File: config.mk
export PLATFORM = sky130hd
export DESIGN_NAME = traffic_phase_sched
export DESIGN_NICKNAME = d
export VERILOG_FILES = /design/src/rtl/traffic_pkg.sv /design/src/rtl/tick_gen.sv /design/src/rtl/traffic_phase_sched.sv
export SDC_FILE = /design/constraint.sdc
export NUM_CORES = 1
export LEC_CHECK = 0
export CORE_MARGIN = 5
export CORE_UTILIZATION = 50
export CTS_BUF_LIST = sky130_fd_sc_hd__clkbuf_16
export DETAILED_ROUTE_END_ITERATION = 10
export GPL_ROUTABILITY_DRIVEN = 0
export PLACE_DENSITY = 0.75
export SETUP_SLACK_MARGIN = 0.1
export SLEW_MARGIN = 30
export SYNTH_ARGS = -nofsm -noshare
export SYNTH_HDL_FRONTEND = slang
export SYNTH_HIERARCHICAL = 1
export SYNTH_SLANG_ARGS = --single-unit
File: constraint.sdc
create_clock -name clk -period 3.18 [get_ports clk]
set_input_delay 0.636 -clock clk [delete_from_list [all_inputs] [get_ports clk]]
set_output_delay 0.636 -clock clk [all_outputs]
set_load 0.1 [all_outputs]
File: src/rtl/traffic_pkg.sv
// Shared encodings for the two-road traffic-phase scheduler.
// Latency: none (types and constants only).
// Backpressure: not applicable.
package traffic_pkg;

    typedef enum logic [2:0] {
        ALL_RED  = 3'd0,
        A_GREEN  = 3'd1,
        A_YELLOW = 3'd2,
        B_GREEN  = 3'd3,
        B_YELLOW = 3'd4,
        FLASH    = 3'd5
    } state_e;

    // Light codes are {r,g,b}; yellow is shown as red+green on the RGB heads.
    localparam logic [2:0] RED    = 3'b100;
    localparam logic [2:0] GREEN  = 3'b010;
    localparam logic [2:0] YELLOW = 3'b110;
    localparam logic [2:0] OFF    = 3'b000;

endpackage

File: src/rtl/tick_gen.sv
// Prescaler producing a one-cycle tick every TICK_DIV clk cycles.
// Latency: first tick TICK_DIV edges after reset release.
// Backpressure: none; free-running.
module tick_gen #(
    parameter int TICK_DIV = 100_000_000
) (
    input  logic clk,
    input  logic rst,
    output logic tick
);

    localparam int CW = (TICK_DIV > 1) ? $clog2(TICK_DIV) : 1;
    localparam logic [CW-1:0] LAST = CW'(TICK_DIV - 1);

    logic [CW-1:0] cnt_q;
    logic [CW-1:0] cnt_d;

    always_comb begin
        tick  = (cnt_q == LAST);
        cnt_d = tick ? '0 : cnt_q + 1'b1;
    end

    always_ff @(posedge clk or negedge rst) begin
        if (!rst) begin
            cnt_q <= '0;
        end else begin
            cnt_q <= cnt_d;
        end
    end

endmodule

File: src/rtl/traffic_phase_sched.sv
// Two-road signal scheduler with all-red clearance; NIGHT_FLASH_EN adds night port and FLASH state.
// Latency: requests pass a 2-FF synchroniser; lights are registered and change with state on tick.
// Backpressure: none; requests are latched as pending flags until served.
module traffic_phase_sched
    import traffic_pkg::*;
#(
    parameter int TICK_DIV = 100_000_000,
    parameter int T_CLR    = 1,
    parameter int T_GMIN   = 5,
    parameter int T_GMAX   = 12,
    parameter int T_YEL    = 2
) (
    input  logic       clk,
    input  logic       rst,
    input  logic       req_a,
    input  logic       req_b,
`ifdef NIGHT_FLASH_EN
    input  logic       night,
`endif
    output logic       led4_r,
    output logic       led4_g,
    output logic       led4_b,
    output logic       led5_r,
    output logic       led5_g,
    output logic       led5_b,
    output logic [2:0] phase
);

    localparam int TW = $clog2(T_GMAX + 1);
    localparam logic [TW-1:0] CLR_LAST  = TW'(T_CLR - 1);
    localparam logic [TW-1:0] GMIN_LAST = TW'(T_GMIN - 1);
    localparam logic [TW-1:0] GMAX_LAST = TW'(T_GMAX - 1);
    localparam logic [TW-1:0] YEL_LAST  = TW'(T_YEL - 1);

    logic          tick;
    state_e        state_q, state_d;
    logic [TW-1:0] timer_q, timer_d;
    logic          last_b_q, last_b_d;
    logic          pend_a_q, pend_a_d;
    logic          pend_b_q, pend_b_d;
    logic [1:0]    meta_q, meta_d;
    logic [1:0]    sync_q, sync_d;
    logic [2:0]    led_a_q, led_a_d;
    logic [2:0]    led_b_q, led_b_d;
    logic          grant_b;
`ifdef NIGHT_FLASH_EN
    logic          flash_on_q, flash_on_d;
`endif

    tick_gen #(.TICK_DIV(TICK_DIV)) u_tick (
        .clk  (clk),
        .rst  (rst),
        .tick (tick)
    );

    always_comb begin
        meta_d = {req_b, req_a};
        sync_d = meta_q;
    end

    always_comb begin
        state_d  = state_q;
        timer_d  = timer_q;
        last_b_d = last_b_q;
        // B wins only when it is alone, or when both wait and A was served last.
        grant_b  = pend_b_q && (!pend_a_q || !last_b_q);
`ifdef NIGHT_FLASH_EN
        flash_on_d = flash_on_q;
`endif
        if (tick) begin
            timer_d = timer_q + 1'b1;
            unique case (state_q)
                ALL_RED: begin
                    if (timer_q == CLR_LAST) begin
                        state_d = grant_b ? B_GREEN : A_GREEN;
`ifdef NIGHT_FLASH_EN
                        if (night) state_d = FLASH;
`endif
                    end
                end
                A_GREEN: begin
                    if (pend_b_q && (timer_q >= GMIN_LAST)) state_d = A_YELLOW;
                    else if (timer_q == GMAX_LAST) timer_d = '0;
`ifdef NIGHT_FLASH_EN
                    if (night) state_d = A_YELLOW;
`endif
                end
                B_GREEN: begin
                    if (pend_a_q && (timer_q >= GMIN_LAST)) state_d = B_YELLOW;
                    else if (timer_q == GMAX_LAST) timer_d = '0;
`ifdef NIGHT_FLASH_EN
                    if (night) state_d = B_YELLOW;
`endif
                end
                A_YELLOW: begin
                    if (timer_q == YEL_LAST) begin
                        last_b_d = 1'b0;
                        state_d  = ALL_RED;
`ifdef NIGHT_FLASH_EN
                        if (night) state_d = FLASH;
`endif
                    end
                end
                B_YELLOW: begin
                    if (timer_q == YEL_LAST) begin
                        last_b_d = 1'b1;
                        state_d  = ALL_RED;
`ifdef NIGHT_FLASH_EN
                        if (night) state_d = FLASH;
`endif
                    end
                end
`ifdef NIGHT_FLASH_EN
                FLASH: begin
                    timer_d    = '0;
                    flash_on_d = !flash_on_q;
                    if (!night) state_d = ALL_RED;
                end
`endif
                default: state_d = ALL_RED;
            endcase
            if (state_d != state_q) timer_d = '0;
        end
`ifdef NIGHT_FLASH_EN
        if ((state_d == FLASH) && (state_q != FLASH)) flash_on_d = 1'b1;
`endif
    end

    always_comb begin
        pend_a_d = pend_a_q | (sync_q[0] && (state_q != A_GREEN));
        pend_b_d = pend_b_q | (sync_q[1] && (state_q != B_GREEN));
        // Entering green clears the served road even if its request is still high.
        if ((state_d == A_GREEN) && (state_q != A_GREEN)) pend_a_d = 1'b0;
        if ((state_d == B_GREEN) && (state_q != B_GREEN)) pend_b_d = 1'b0;
`ifdef NIGHT_FLASH_EN
        if ((state_q == FLASH) && (state_d == ALL_RED)) begin
            pend_a_d = 1'b0;
            pend_b_d = 1'b0;
        end
`endif
    end

    always_comb begin
        led_a_d = RED;
        led_b_d = RED;
        case (state_d)
            A_GREEN:  led_a_d = GREEN;
            A_YELLOW: led_a_d = YELLOW;
            B_GREEN:  led_b_d = GREEN;
            B_YELLOW: led_b_d = YELLOW;
`ifdef NIGHT_FLASH_EN
            FLASH: begin
                led_a_d = flash_on_d ? YELLOW : OFF;
                led_b_d = flash_on_d ? YELLOW : OFF;
            end
`endif
            default: ;
        endcase
    end

    always_ff @(posedge clk or negedge rst) begin
        if (!rst) begin
            state_q  <= ALL_RED;
            timer_q  <= '0;
            last_b_q <= 1'b1;
            pend_a_q <= 1'b0;
            pend_b_q <= 1'b0;
            meta_q   <= '0;
            sync_q   <= '0;
            led_a_q  <= RED;
            led_b_q  <= RED;
        end else begin
            state_q  <= state_d;
            timer_q  <= timer_d;
            last_b_q <= last_b_d;
            pend_a_q <= pend_a_d;
            pend_b_q <= pend_b_d;
            meta_q   <= meta_d;
            sync_q   <= sync_d;
            led_a_q  <= led_a_d;
            led_b_q  <= led_b_d;
        end
    end

`ifdef NIGHT_FLASH_EN
    always_ff @(posedge clk or negedge rst) begin
        if (!rst) flash_on_q <= 1'b0;
        else      flash_on_q <= flash_on_d;
    end
`endif

    assign {led4_r, led4_g, led4_b} = led_a_q;
    assign {led5_r, led5_g, led5_b} = led_b_q;
    assign phase = state_q;

endmodule
==> implementation parameters, run 1 <==
Parameter                              Value

Logic synthesis
  Fraction of the yosys area taken by sequential cells ... 48.5%
  Post-synthesis compound-gate area fraction ... 16.4%
  Area share of the largest cell type after synthesis ... 45.1%
  Post-synth EDFFs ... 0
  Leading area contributor after synthesis ... sky130_fd_sc_hd__dfrtp_1
  Count of yosys warnings during synthesis ... 6
  Leading cell types by count after synthesis ... sky130_fd_sc_hd__dfrtp_1, sky130_fd_sc_hd__nand2_1, sky130_fd_sc_hd__a21oi_1
  Count of distinct cell types in the synthesized netlist ... 61
  Synthesized area per cell ... 10.2 sq um
  Multiplexer fraction of the synthesized cell area ... 0.430%
  Synthesized flop and latch total ... 45
  Synthesized-area fraction occupied by xor and xnor cells ... 5.26%
  Count of mapped cells out of synthesis ... 228
  Combinational family with the most area after synthesis ... simple AND/OR/NAND/NOR gates
  Share of async-settable or async-resettable flops after synthesis ... 100%
  Post-Synth Adder-Cell Area ... 2.15%
  Dominant cells by area after synthesis ... sky130_fd_sc_hd__dfrtp_1, sky130_fd_sc_hd__dfstp_2, sky130_fd_sc_hd__xnor2_1, sky130_fd_sc_hd__a21oi_1, sky130_fd_sc_hd__nand2_1
  Synth Flop Type ... sky130_fd_sc_hd__dfrtp_1
  Simple-Gate Fraction of Synth Area ... 22.4%
  Library cell with the highest instance count after synthesis ... sky130_fd_sc_hd__dfrtp_1
  Post-synthesis cell area ... 0.00233 sq mm

Global route
  Pin count of the biggest net entering global routing ... 46
  First-pass GRT wire length ... 7820 microns
  Total congestion overflow after global routing ... 0
  Number of global-route vias before repair ... 1683
  Initial antenna violation count ... 0
  Total Routing Usage GR ... 15.7%

Worst setup path
  Slack of the worst reg-to-reg path ... 0.71 ns
  Largest fanout on the critical path ... 31
  Worst setup path class ... flop to flop
  CP Launch Type ... flop
  Arrival time worst endpoint ... 2.63 ns
  Critical Path RT ... 3.34 ns
  Critical R2R Launch ... u_tick/cnt_q[19]
  Worst setup startpoint ... u_tick/cnt_q[19]
  Critical Path Sink Type ... flop

STA
  Final critical-path share of the clock period ... 77.7%
  Setup violators final ... 0
  Final worst path period need ... 2.47 ns
  Worst-case headroom to the max-slew limit ... 61.1%
  Transition time at the pin with the least slew margin ... 0.579 ns
  Slew Limit Fails ... 0
  Skew final ... 0.00548 ns
  Endpoints failing hold ... 0
  Min Hold Slack ... 0.352 ns
  Fin Setup TNS ... 0 ns
  Highest Clock Rate ... 405 MHz
  Setup repair after global routing missed its margin ... false

Routing
  Remaining DRCs ... 0
  Number of search-and-repair iterations in the first detailed-routing pass ... 4
  DRC marker count from the first detailed-route iteration ... 71
  Via total after detailed routing ... 1713
  Average wire per standard cell ... 15.7 microns
  Wire length reported by the detailed router ... 4500 microns
  Number of antenna-violating nets in the routed design ... 0
  Vias per Instance ... 5.97

Power
  Switching Fraction ... 19.1%
  Share of total power in sequential cells ... 49.4%
  Power per cell area ... 451 mW/mm^2
  Clock network fraction of design power ... 48.5%
  Power dissipated by switching net loads ... 0.000223 W
  Total power of the final layout ... 0.00117 W
  Leakage power of the design ... 1.07 nW
  IR drop worst, VDD ... 0.000364 V
  Combinational fraction of design power ... 2.1%
  Design internal power ... 0.000943 W

Die
  I/O pin cnt ... 13
  Die Footprint ... 0.00612 sq mm
  Core outline area ... 0.00444 sq mm
  Y dimension of the die ... 78.3 microns
  Horizontal extent of the die ... 78.3 microns
  Initial standard-cell utilization of the core ... 52.4%
  Number of core rows ... 24

CTS
  Number of CTS-inserted buffers ... 5
  Clock latency at the later pin of the worst-skew pair ... 0.28 ns
  Clock Path Buffers ... 2
  Clock transition at the registers of the reported paths ... 0.06 ns
  Post-CTS resize count ... 0
  Post-CTS Setup Inserts ... 0
  Number of levels in the clock H-tree ... 2
  Number of buffers inserted by hold repair at cts ... 0
  Sink count of the clock tree ... 45
  Clock root buffer ... sky130_fd_sc_hd__clkbuf_16
  Clock tree from TritonCTS ... done

Run
  Reported max-cap violation count ... 0

Place
  DP HPWL ... 3010 microns
  Total of buffers placed on input and output ports ... 10
  # placed instances ... 279

Final layout
  Final instance count without filler cells ... 287
  N_diodes ... 0
  NumNets Final ... 242
  Area Overhead vs Synth ... 11.0%
  End-of-flow core utilization ... 58.2%
  Fraction of layout cells with a size suffix above 1 ... 14.5%

Outcome
  Run status ... finished clean

Hold path
  Startpoint of the worst hold path ... meta_q[0]
  HP Class ... flop to flop
## worst paths after layout
check,end,cells past startpoint
min in group asynchronous,u_tick/cnt_q[24],1
hold reg to reg,sync_q[0],0
setup / recovery,led_b_q[1],9
hold / removal,sync_q[0],0
setup reg to reg,led_b_q[1],9
max in group asynchronous,led_b_q[1],1
## worst max-delay path, stage by stage, from the launching register on
cell	delay, ns
sky130_fd_sc_hd__dfrtp_1	0.43
sky130_fd_sc_hd__nor4b_1	0.39
sky130_fd_sc_hd__nand4_1	0.22
sky130_fd_sc_hd__nor3_2	0.14
sky130_fd_sc_hd__buf_4	0.32
sky130_fd_sc_hd__o31ai_1	0.15
sky130_fd_sc_hd__a32oi_1	0.36
sky130_fd_sc_hd__inv_2	0.09
sky130_fd_sc_hd__nand3b_1	0.14
sky130_fd_sc_hd__o21ai_0	0.09
## layout make-up
type | instances | area, sq um
sequential | 45 | 1130
fill | 397 | 1860
multi-input combinational | 162 | 1110
clock inverter | 3 | 37.5
inverter | 9 | 33.8
timing repair buffer | 11 | 87.6
tap | 52 | 65.1
clock buffer | 5 | 125
## flip-flops by register name, indices dropped and copies added (netlist names)
register / cells
u_tick/cnt_q: 27
timer_q: 4
phase: 3
led_a_q: 2
led_b_q: 2
meta_q: 2
sync_q: 2
last_b_q: 1
pend_a_q: 1
pend_b_q: 1
## metal layers
| metal | global-route usage, % | share of wire [%] |
|---|---|---|
| met5 | 0 | 0 |
| met4 | 6.29 | 1.1 |
| met3 | 3.20 | 2.6 |
| met2 | 24.0 | 46 |
| met1 | 21.8 | 50 |
## power by group through the flow
stage	logic (W)	clock network [W]	registers, W
2_1_floorplan	0.0000126	0	0.000586
3_3_place_gp	0.0000251	0	0.000586
3_5_place_dp	0.0000256	0	0.000586
4_1_cts	0.0000256	0.000584	0.000576
5_1_grt	0.0000283	0.000617	0.000576
6_report	0.0000247	0.000566	0.000576
## cells by family (layout without fill, tap and decap cells)
family | after synthesis | count (layout)
simple gates | 88 | 88
compound gates | 53 | 53
flops | 45 | 45
buf+inv | 22 | 28
xor+xnor | 14 | 14
fa+ha+maj | 4 | 4
other cells | 1 | 2
mux | 1 | 1
## layout by cell type, fill, tap and decap left out, drive strengths merged, types with 2 or more instances in the layout
master | synthesis | layout
a21oi | 12 | 12
a31o | 2 | 2
and2 | 2 | 2
and3 | 2 | 2
and3b | 2 | 2
buf | 7 | 9
clkbuf | 6 | 5
clkdlybuf4s50 | 0 | 2
conb | 1 | 2
dfrtp | 42 | 42
dfstp | 3 | 3
ha | 4 | 4
inv | 9 | 10
nand2 | 16 | 16
nand2b | 2 | 2
nand3 | 9 | 9
nand3b | 2 | 2
nand4 | 9 | 9
nor2 | 10 | 10
nor2b | 5 | 5
nor3 | 5 | 5
nor3b | 2 | 2
nor4 | 3 | 3
nor4b | 2 | 2
o21ai | 13 | 13
o2bb2ai | 5 | 5
o31ai | 7 | 7
o32ai | 2 | 2
or2 | 2 | 2
or3 | 4 | 4
or4 | 6 | 6
or4b | 2 | 2
xnor2 | 8 | 8
xor2 | 6 | 6
## stage by stage
step	instance area [sq um]	setup WS (ns)
after global routing	2580	0.563
after detailed placement	2420	0.734
after floorplan	2330	0.546
after global placement	2410	0.803
final	2580	0.710
after CTS	2580	0.709
(Power assumes the default switching activity.)
==> run 2, diff against run 1 <==
- PLACE_DENSITY: 0.75 -> 0.77
- clock period: 3.18 -> 2.2 ns (I/O delays scaled with it)
==> run 2 against run 1 <==
Sequential cell count is the same. Cell count grew 9.8%. Via count grew 13%. Global-route usage grew 1.5 points. Core utilization grew 7.2 points. Sequential power grew 45%. Sequential share of layout area shrank 4.6 points. Clock power grew 68%. First-iteration DRC count grew 100%. Total power grew 56%. Count of clock-buffer cells in the layout is the same.
==> implementation parameters, run 2 (synthesis gave the netlist of run 1 again) <==
Parameter                              Value

STA
  Setup repair after global routing missed its margin ... true
  Final critical-path share of the clock period ... 97.6% (+20 points)
  Slew Limit Fails ... 0 (unchanged)
  Worst-case headroom to the max-slew limit ... 63.0% (+1.9 points)
  Transition time at the pin with the least slew margin ... 0.555 ns (-0.0235 ns)
  Final worst path period need ... 2.15 ns (-0.323 ns)
  Endpoints failing hold ... 0 (unchanged)
  Highest Clock Rate ... 466 MHz (+15%)
  Skew final ... 0.00469 ns (-0.000786 ns)
  Setup violators final ... 0 (unchanged)

Outcome
  Run status ... finished clean

Place
  Total of buffers placed on input and output ports ... 10 (unchanged)
  DP HPWL ... 3470 microns (+15%)
  # placed instances ... 301 (+7.9%)

Power
  Leakage power of the design ... 1.25 nW (+16%)
  IR drop worst, VDD ... 0.000493 V (+35%)
  Power per cell area ... 628 mW/mm^2 (+39%)

CTS
  Number of CTS-inserted buffers ... 5 (unchanged)
  Clock transition at the registers of the reported paths ... 0.06 ns (about the same)
  Number of buffers inserted by hold repair at cts ... 0 (unchanged)
  Clock Path Buffers ... 2 (unchanged)
  Number of levels in the clock H-tree ... 2 (unchanged)
  Sink count of the clock tree ... 45 (unchanged)
  Clock tree from TritonCTS ... done
  Clock latency at the later pin of the worst-skew pair ... 0.29 ns (about the same)
  Clock root buffer ... sky130_fd_sc_hd__clkbuf_16

Global route
  Total Routing Usage GR ... 17.1% (+1.5 points)
  First-pass GRT wire length ... 8330 microns (+6.4%)
  Total congestion overflow after global routing ... 0 (unchanged)
  Initial antenna violation count ... 0 (unchanged)
  Number of global-route vias before repair ... 1844 (+9.6%)
  Pin count of the biggest net entering global routing ... 26 (-43%)

Hold path
  HP Class ... primary input to async pin

Routing
  Remaining DRCs ... 0 (unchanged)
  Routed met3 length ... 217 microns (+87%)
  Routed wl met2 ... 2650 microns (+27%)
  Number of antenna-violating nets in the routed design ... 0 (unchanged)
  Average wire per standard cell ... 16.3 microns (+3.9%)
  Wire length reported by the detailed router ... 5140 microns (+14%)
  Via total after detailed routing ... 1928 (+13%)
  Number of search-and-repair iterations in the first detailed-routing pass ... 4 (unchanged)
  Highest Signal Layer ... met4
  DRC marker count from the first detailed-route iteration ... 143 (+100%)
  Met1 WL ... 2230 microns (-0.93%)
  Vias per Instance ... 6.12 (+2.5%)

Final layout
  Area taken by flip-flops and latches ... 0.00114 sq mm (+0.55%)
  Final-layout fill cell count ... 349 (-12%)
  Fraction of layout cells with a size suffix above 1 ... 29.7% (+15 points)
  Register with the most flip-flops ... u_tick/cnt_q
  End-of-flow core utilization ... 65.3% (+7.2 points)
  NumNets Final ... 270 (+12%)
  N_diodes ... 0 (unchanged)
  Multi-input logic area ... 0.00118 sq mm (+6.9%)
  Area Overhead vs Synth ... 24.6%
  Final instance count without filler cells ... 315 (+9.8%)
  Leading cell type in the layout, fill and taps excluded ... sky130_fd_sc_hd__dfrtp_1
  Max FFs per register ... 27 (unchanged)
  Most used cells in the layout excluding fill and tap cells ... sky130_fd_sc_hd__dfrtp_1, sky130_fd_sc_hd__buf_4, sky130_fd_sc_hd__nand2_1, sky130_fd_sc_hd__a21oi_1, sky130_fd_sc_hd__nor2_1

Die
  Die Footprint ... 0.00612 sq mm (unchanged)
  Number of core rows ... 24 (unchanged)
  I/O pin cnt ... 13 (unchanged)
  Initial standard-cell utilization of the core ... 52.4% (unchanged)
  Core outline area ... 0.00444 sq mm (unchanged)
  Horizontal extent of the die ... 78.3 microns (unchanged)
  Y dimension of the die ... 78.3 microns (unchanged)

Run
  Reported max-cap violation count ... 0 (unchanged)

Worst setup path
  Slack of the worst reg-to-reg path ... 0.05 ns (-0.66 ns)
  Critical Path RT ... 2.37 ns (-0.97 ns)
  Critical Path Sink Type ... flop
  Worst setup path class ... flop to flop
  Arrival time worst endpoint ... 2.32 ns (-0.31 ns)
  CP Launch Type ... flop
  Largest fanout on the critical path ... 7 (-77%)
[run 2: cell types whose count changed in the layout (fill, tap and decap cells not counted), moves of 2 or more]
| cell | change |
|---|---|
| sky130_fd_sc_hd__dfrtp_2 | +2 |
| sky130_fd_sc_hd__dfrtp_1 | -3 |
| sky130_fd_sc_hd__buf_4 | +27 |
| sky130_fd_sc_hd__nor2b_4 | +2 |
| sky130_fd_sc_hd__nor2b_1 | -2 |
[run 2: critical path, stage by stage (launching register included)]
cell and delay [ns]:
sky130_fd_sc_hd__dfrtp_1 0.39, sky130_fd_sc_hd__nor4_2 0.28, sky130_fd_sc_hd__nand4_1 0.20, sky130_fd_sc_hd__nor3_4 0.33
sky130_fd_sc_hd__buf_4 0.17, sky130_fd_sc_hd__a41oi_2 0.13, sky130_fd_sc_hd__o21ai_4 0.13, sky130_fd_sc_hd__nand3b_1 0.15
sky130_fd_sc_hd__o22a_1 0.24
[run 2: power by group]
group	switching (W)	internal [W]	leakage (nW)	total, W
Clock	0.000305	0.000648	0.0938	0.000953
Combinational	0.0000312	0.00000650	0.574	0.0000377
Sequential	0.00000112	0.000832	0.579	0.000833
Total	0.000337	0.00149	1.25	0.00182
[run 2: final cells by class]
| cell class | instances | area share [%] |
|---|---|---|
| Clock buffer | 5 | 4.31 |
| Clock inverter | 3 | 2.24 |
| Inverter | 9 | 1.16 |
| Multi-Input combinational cell | 162 | 40.7 |
| Sequential cell | 45 | 39.1 |
| Tap cell | 52 | 2.24 |
| Timing Repair Buffer | 39 | 10.2 |
[run 2: per-stage QoR]
| stage | setup WS (ns) | power [W] | setup TNS (ns) | hold slack, ns | cell area [sq um] |
|---|---|---|---|---|---|
| final | 0.0536 | 0.00182 | 0 | 0.140 | 2900 |
| after global routing | -0.0310 | 0.00189 | -0.0664 | 0.202 | 2900 |
| after CTS | 0.0761 | 0.00184 | 0 | 0.161 | 2830 |
| after detailed placement | 0.0221 | 0.000887 | 0 | 0.341 | 2610 |
| after global placement | 0.0821 | 0.000887 | 0 | 0.334 | 2610 |
| after floorplan | 0.0315 | 0.000866 | 0 | 0.144 | 2390 |
[run 2: per-layer routing]
metal	track usage, %	vias up
li1	-	898
met1	21.5	978
met2	28.4	48
met3	4.35	4
met4	6.47	0
met5	0	-
[run 2: what timing repair did]
action,4_1_cts,5_1_grt
buffers inserted,3,3
pin swaps,3,6
resized for setup,1,12
cloned,0,0
setup endpoints to repair,10,14
[run 2: final timing paths]
path / startpoint / endpoint / cells after the start
max in group asynchronous: rst / last_b_q / 2
hold / removal: rst / u_tick/cnt_q[21] / 1
hold reg to reg: meta_q[0] / sync_q[0] / 0
setup reg to reg: u_tick/cnt_q[9] / pend_b_q / 8
min in group clk: meta_q[0] / sync_q[0] / 0
setup / recovery: u_tick/cnt_q[9] / pend_b_q / 8
==> run 3, diff against run 2 <==
- PLACE_DENSITY: 0.77 -> 0.69
==> run 3 against run 2 <==
Cell count decreased by 0.32%. Die area did not move. Via count shrank 2.2%. Wire length shrank 2.0%. Design area down 1.1%. Critical endpoint unchanged. Sequential power is essentially flat.
==> implementation parameters, run 3 (synthesis gave the netlist of run 1 again) <==
Parameter                              Value

Worst setup path
  Arrival time worst endpoint ... 2.25 ns (-0.07 ns)
  CP Launch Type ... flop
  Critical Path RT ... 2.37 ns (about the same)
  Slack of the worst reg-to-reg path ... 0.12 ns (+0.06 ns)
  Critical R2R Launch ... u_tick/cnt_q[17]
  Cell count of the worst reg-to-reg path ... 9 (+1)
  Worst r2r dst ... pend_b_q
  Largest fanout on the critical path ... 8 (+1)
  Critical Path Sink Type ... flop
  Worst setup path class ... flop to flop

CTS
  Clock tree from TritonCTS ... done
  Clock latency at the later pin of the worst-skew pair ... 0.28 ns (about the same)
  Sink count of the clock tree ... 45 (unchanged)
  Clock transition at the registers of the reported paths ... 0.06 ns (about the same)
  Clock root buffer ... sky130_fd_sc_hd__clkbuf_16
  Number of CTS-inserted buffers ... 5 (unchanged)
  Clock Path Buffers ... 2 (unchanged)
  Number of buffers inserted by hold repair at cts ... 0 (unchanged)
  Number of levels in the clock H-tree ... 2 (unchanged)

STA
  Worst-case headroom to the max-slew limit ... 64.5% (+1.5 points)
  Highest Clock Rate ... 480 MHz (+3.0%)
  Setup repair after global routing missed its margin ... true
  Final critical-path share of the clock period ... 94.7% (-2.8 points)
  Transition time at the pin with the least slew margin ... 0.528 ns (-0.0278 ns)
  Min Hold Slack ... 0.0694 ns (-0.0703 ns)
  Final worst path period need ... 2.08 ns (-0.0621 ns)
  Setup violators final ... 0 (unchanged)
  Slew Limit Fails ... 0 (unchanged)
  Endpoints failing hold ... 0 (unchanged)
  Skew final ... 0.00619 ns (+0.00149 ns)

Final layout
  Leading cell type in the layout, fill and taps excluded ... sky130_fd_sc_hd__dfrtp_1
  Fraction of layout cells with a size suffix above 1 ... 27.9% (-1.8 points)
  Post-layout instance area ... 0.00287 sq mm (-1.1%)
  N_diodes ... 0 (unchanged)
  Area Overhead vs Synth ... 23.2%
  NumNets Final ... 269 (-0.37%)
  Register with the most flip-flops ... u_tick/cnt_q
  Max FFs per register ... 27 (unchanged)
  Final instance count without filler cells ... 314 (-0.32%)
  Most used cells in the layout excluding fill and tap cells ... sky130_fd_sc_hd__dfrtp_1, sky130_fd_sc_hd__buf_4, sky130_fd_sc_hd__nand2_1, sky130_fd_sc_hd__a21oi_1
  End-of-flow core utilization ... 64.6% (-0.73 points)

Power
  Share of total power in sequential cells ... 49.2% (+3.5 points)
  Leakage power of the design ... 1.23 nW (-1.3%)
  Design internal power ... 0.00137 W (-8.1%)
  IR drop worst, VDD ... 0.000378 V (-23%)
  Switching Fraction ... 19.3% (+0.85 points)
  Power per cell area ... 590 mW/mm^2 (-6.1%)
  Combinational fraction of design power ... 2.3% (+0.2 points)
  Total power of the final layout ... 0.00169 W (-7.1%)
  Clock network fraction of design power ... 48.6% (-3.7 points)
  Power dissipated by switching net loads ... 0.000327 W (-2.9%)

Global route
  Total congestion overflow after global routing ... 0 (unchanged)
  Pin count of the biggest net entering global routing ... 21 (-19%)
  Total Routing Usage GR ... 17.4% (+0.32 points)
  Initial antenna violation count ... 0 (unchanged)
  First-pass GRT wire length ... 8500 microns (+2.1%)
  Number of global-route vias before repair ... 1718 (-6.8%)

Place
  Instance area at placement ... 0.00262 sq mm (+0.29%)
  DP HPWL ... 3420 microns (-1.5%)
  # placed instances ... 302 (+0.33%)
  Total of buffers placed on input and output ports ... 10 (unchanged)

Die
  Die Footprint ... 0.00612 sq mm (unchanged)
  I/O pin cnt ... 13 (unchanged)
  Horizontal extent of the die ... 78.3 microns (unchanged)
  Initial standard-cell utilization of the core ... 52.4% (unchanged)
  Y dimension of the die ... 78.3 microns (unchanged)
  Core outline area ... 0.00444 sq mm (unchanged)
  Number of core rows ... 24 (unchanged)

Routing
  Vias per Instance ... 6.00 (-1.9%)
  Number of search-and-repair iterations in the first detailed-routing pass ... 4 (unchanged)
  Average wire per standard cell ... 16.0 microns (-1.7%)
  Remaining DRCs ... 0 (unchanged)
  Via total after detailed routing ... 1885 (-2.2%)
  Wire length reported by the detailed router ... 5040 microns (-2.0%)
  Number of antenna-violating nets in the routed design ... 0 (unchanged)
  DRC marker count from the first detailed-route iteration ... 89 (-38%)

Hold path
  HP Class ... primary input to async pin

Run
  Reported max-cap violation count ... 0 (unchanged)

Outcome
  Run status ... finished clean
## run 3: cell count changes in the layout (fill, tap and decap cells not counted), moves of 2 or more
cell	delta
sky130_fd_sc_hd__buf_4	-4
sky130_fd_sc_hd__buf_6	+2
sky130_fd_sc_hd__nor2b_1	+2
sky130_fd_sc_hd__nor2b_4	-2
## run 3: metal layers
layer  share of wire, %  GRT usage [%]  vias up
met5                  0              0        -
met4                1.1           5.24        0
met3                2.8           3.78        5
met2                 45           25.5       26
met1                 52           25.9      951
li1                   -              -      903
## run 3: worst max-delay path by stage
stage	slack, ns	to	start
after floorplan	0.03	pend_b_q	u_tick/cnt_q[9]
after global placement	0.11	pend_b_q	u_tick/cnt_q[9]
after detailed placement	-0.002	pend_b_q	u_tick/cnt_q[9]
after CTS	0.09	pend_b_q	u_tick/cnt_q[9]
after global routing	-0.01	pend_b_q	u_tick/cnt_q[17]
final	0.12	pend_b_q	u_tick/cnt_q[17]
## run 3: power groups by stage
stage | Clock [W] | Combinational, W | Sequential (W)
floorplan | 0 | 0.0000182 | 0.000847
global placement | 0 | 0.0000398 | 0.000847
detailed placement | 0 | 0.0000394 | 0.000848
CTS | 0.000839 | 0.0000395 | 0.000833
global route | 0.000876 | 0.0000433 | 0.000832
finish | 0.000822 | 0.0000383 | 0.000833
## run 3: final cells by class
cell class / count / area [sq um]
fillers: 359 / 1570
multi-input cells: 163 / 1180
flip-flops and latches: 45 / 1140
repair buffers: 37 / 288
clock buffers: 5 / 125
well taps: 52 / 65.1
clock inverters: 3 / 37.5
inverters: 9 / 33.8
## run 3: critical path, cell delays in order, from the launching register on
cell and delay, ns:
sky130_fd_sc_hd__dfrtp_1 0.40, sky130_fd_sc_hd__nor4_2 0.32, sky130_fd_sc_hd__nand4_1 0.22, sky130_fd_sc_hd__nor3_4 0.21, sky130_fd_sc_hd__buf_6 0.15, sky130_fd_sc_hd__buf_6 0.11
sky130_fd_sc_hd__nand2_4 0.04, sky130_fd_sc_hd__o21ai_4 0.18, sky130_fd_sc_hd__nand3b_1 0.14, sky130_fd_sc_hd__o22a_1 0.21
## run 3: through the flow
step	setup TNS, ns	worst slack [ns]
CTS	0	0.0945
global placement	0	0.108
global route	-0.0135	-0.0135
finish	0	0.116
detailed placement	-0.00191	-0.00191
floorplan	0	0.0315
## run 3: repair_timing
action                     4_1_cts  5_1_grt
gates cloned                     0        1
pin swaps                        2        8
resized for setup                5        6
hold endpoints to repair         0        0
setup endpoints to repair        5       12
setup buffers                    0        3
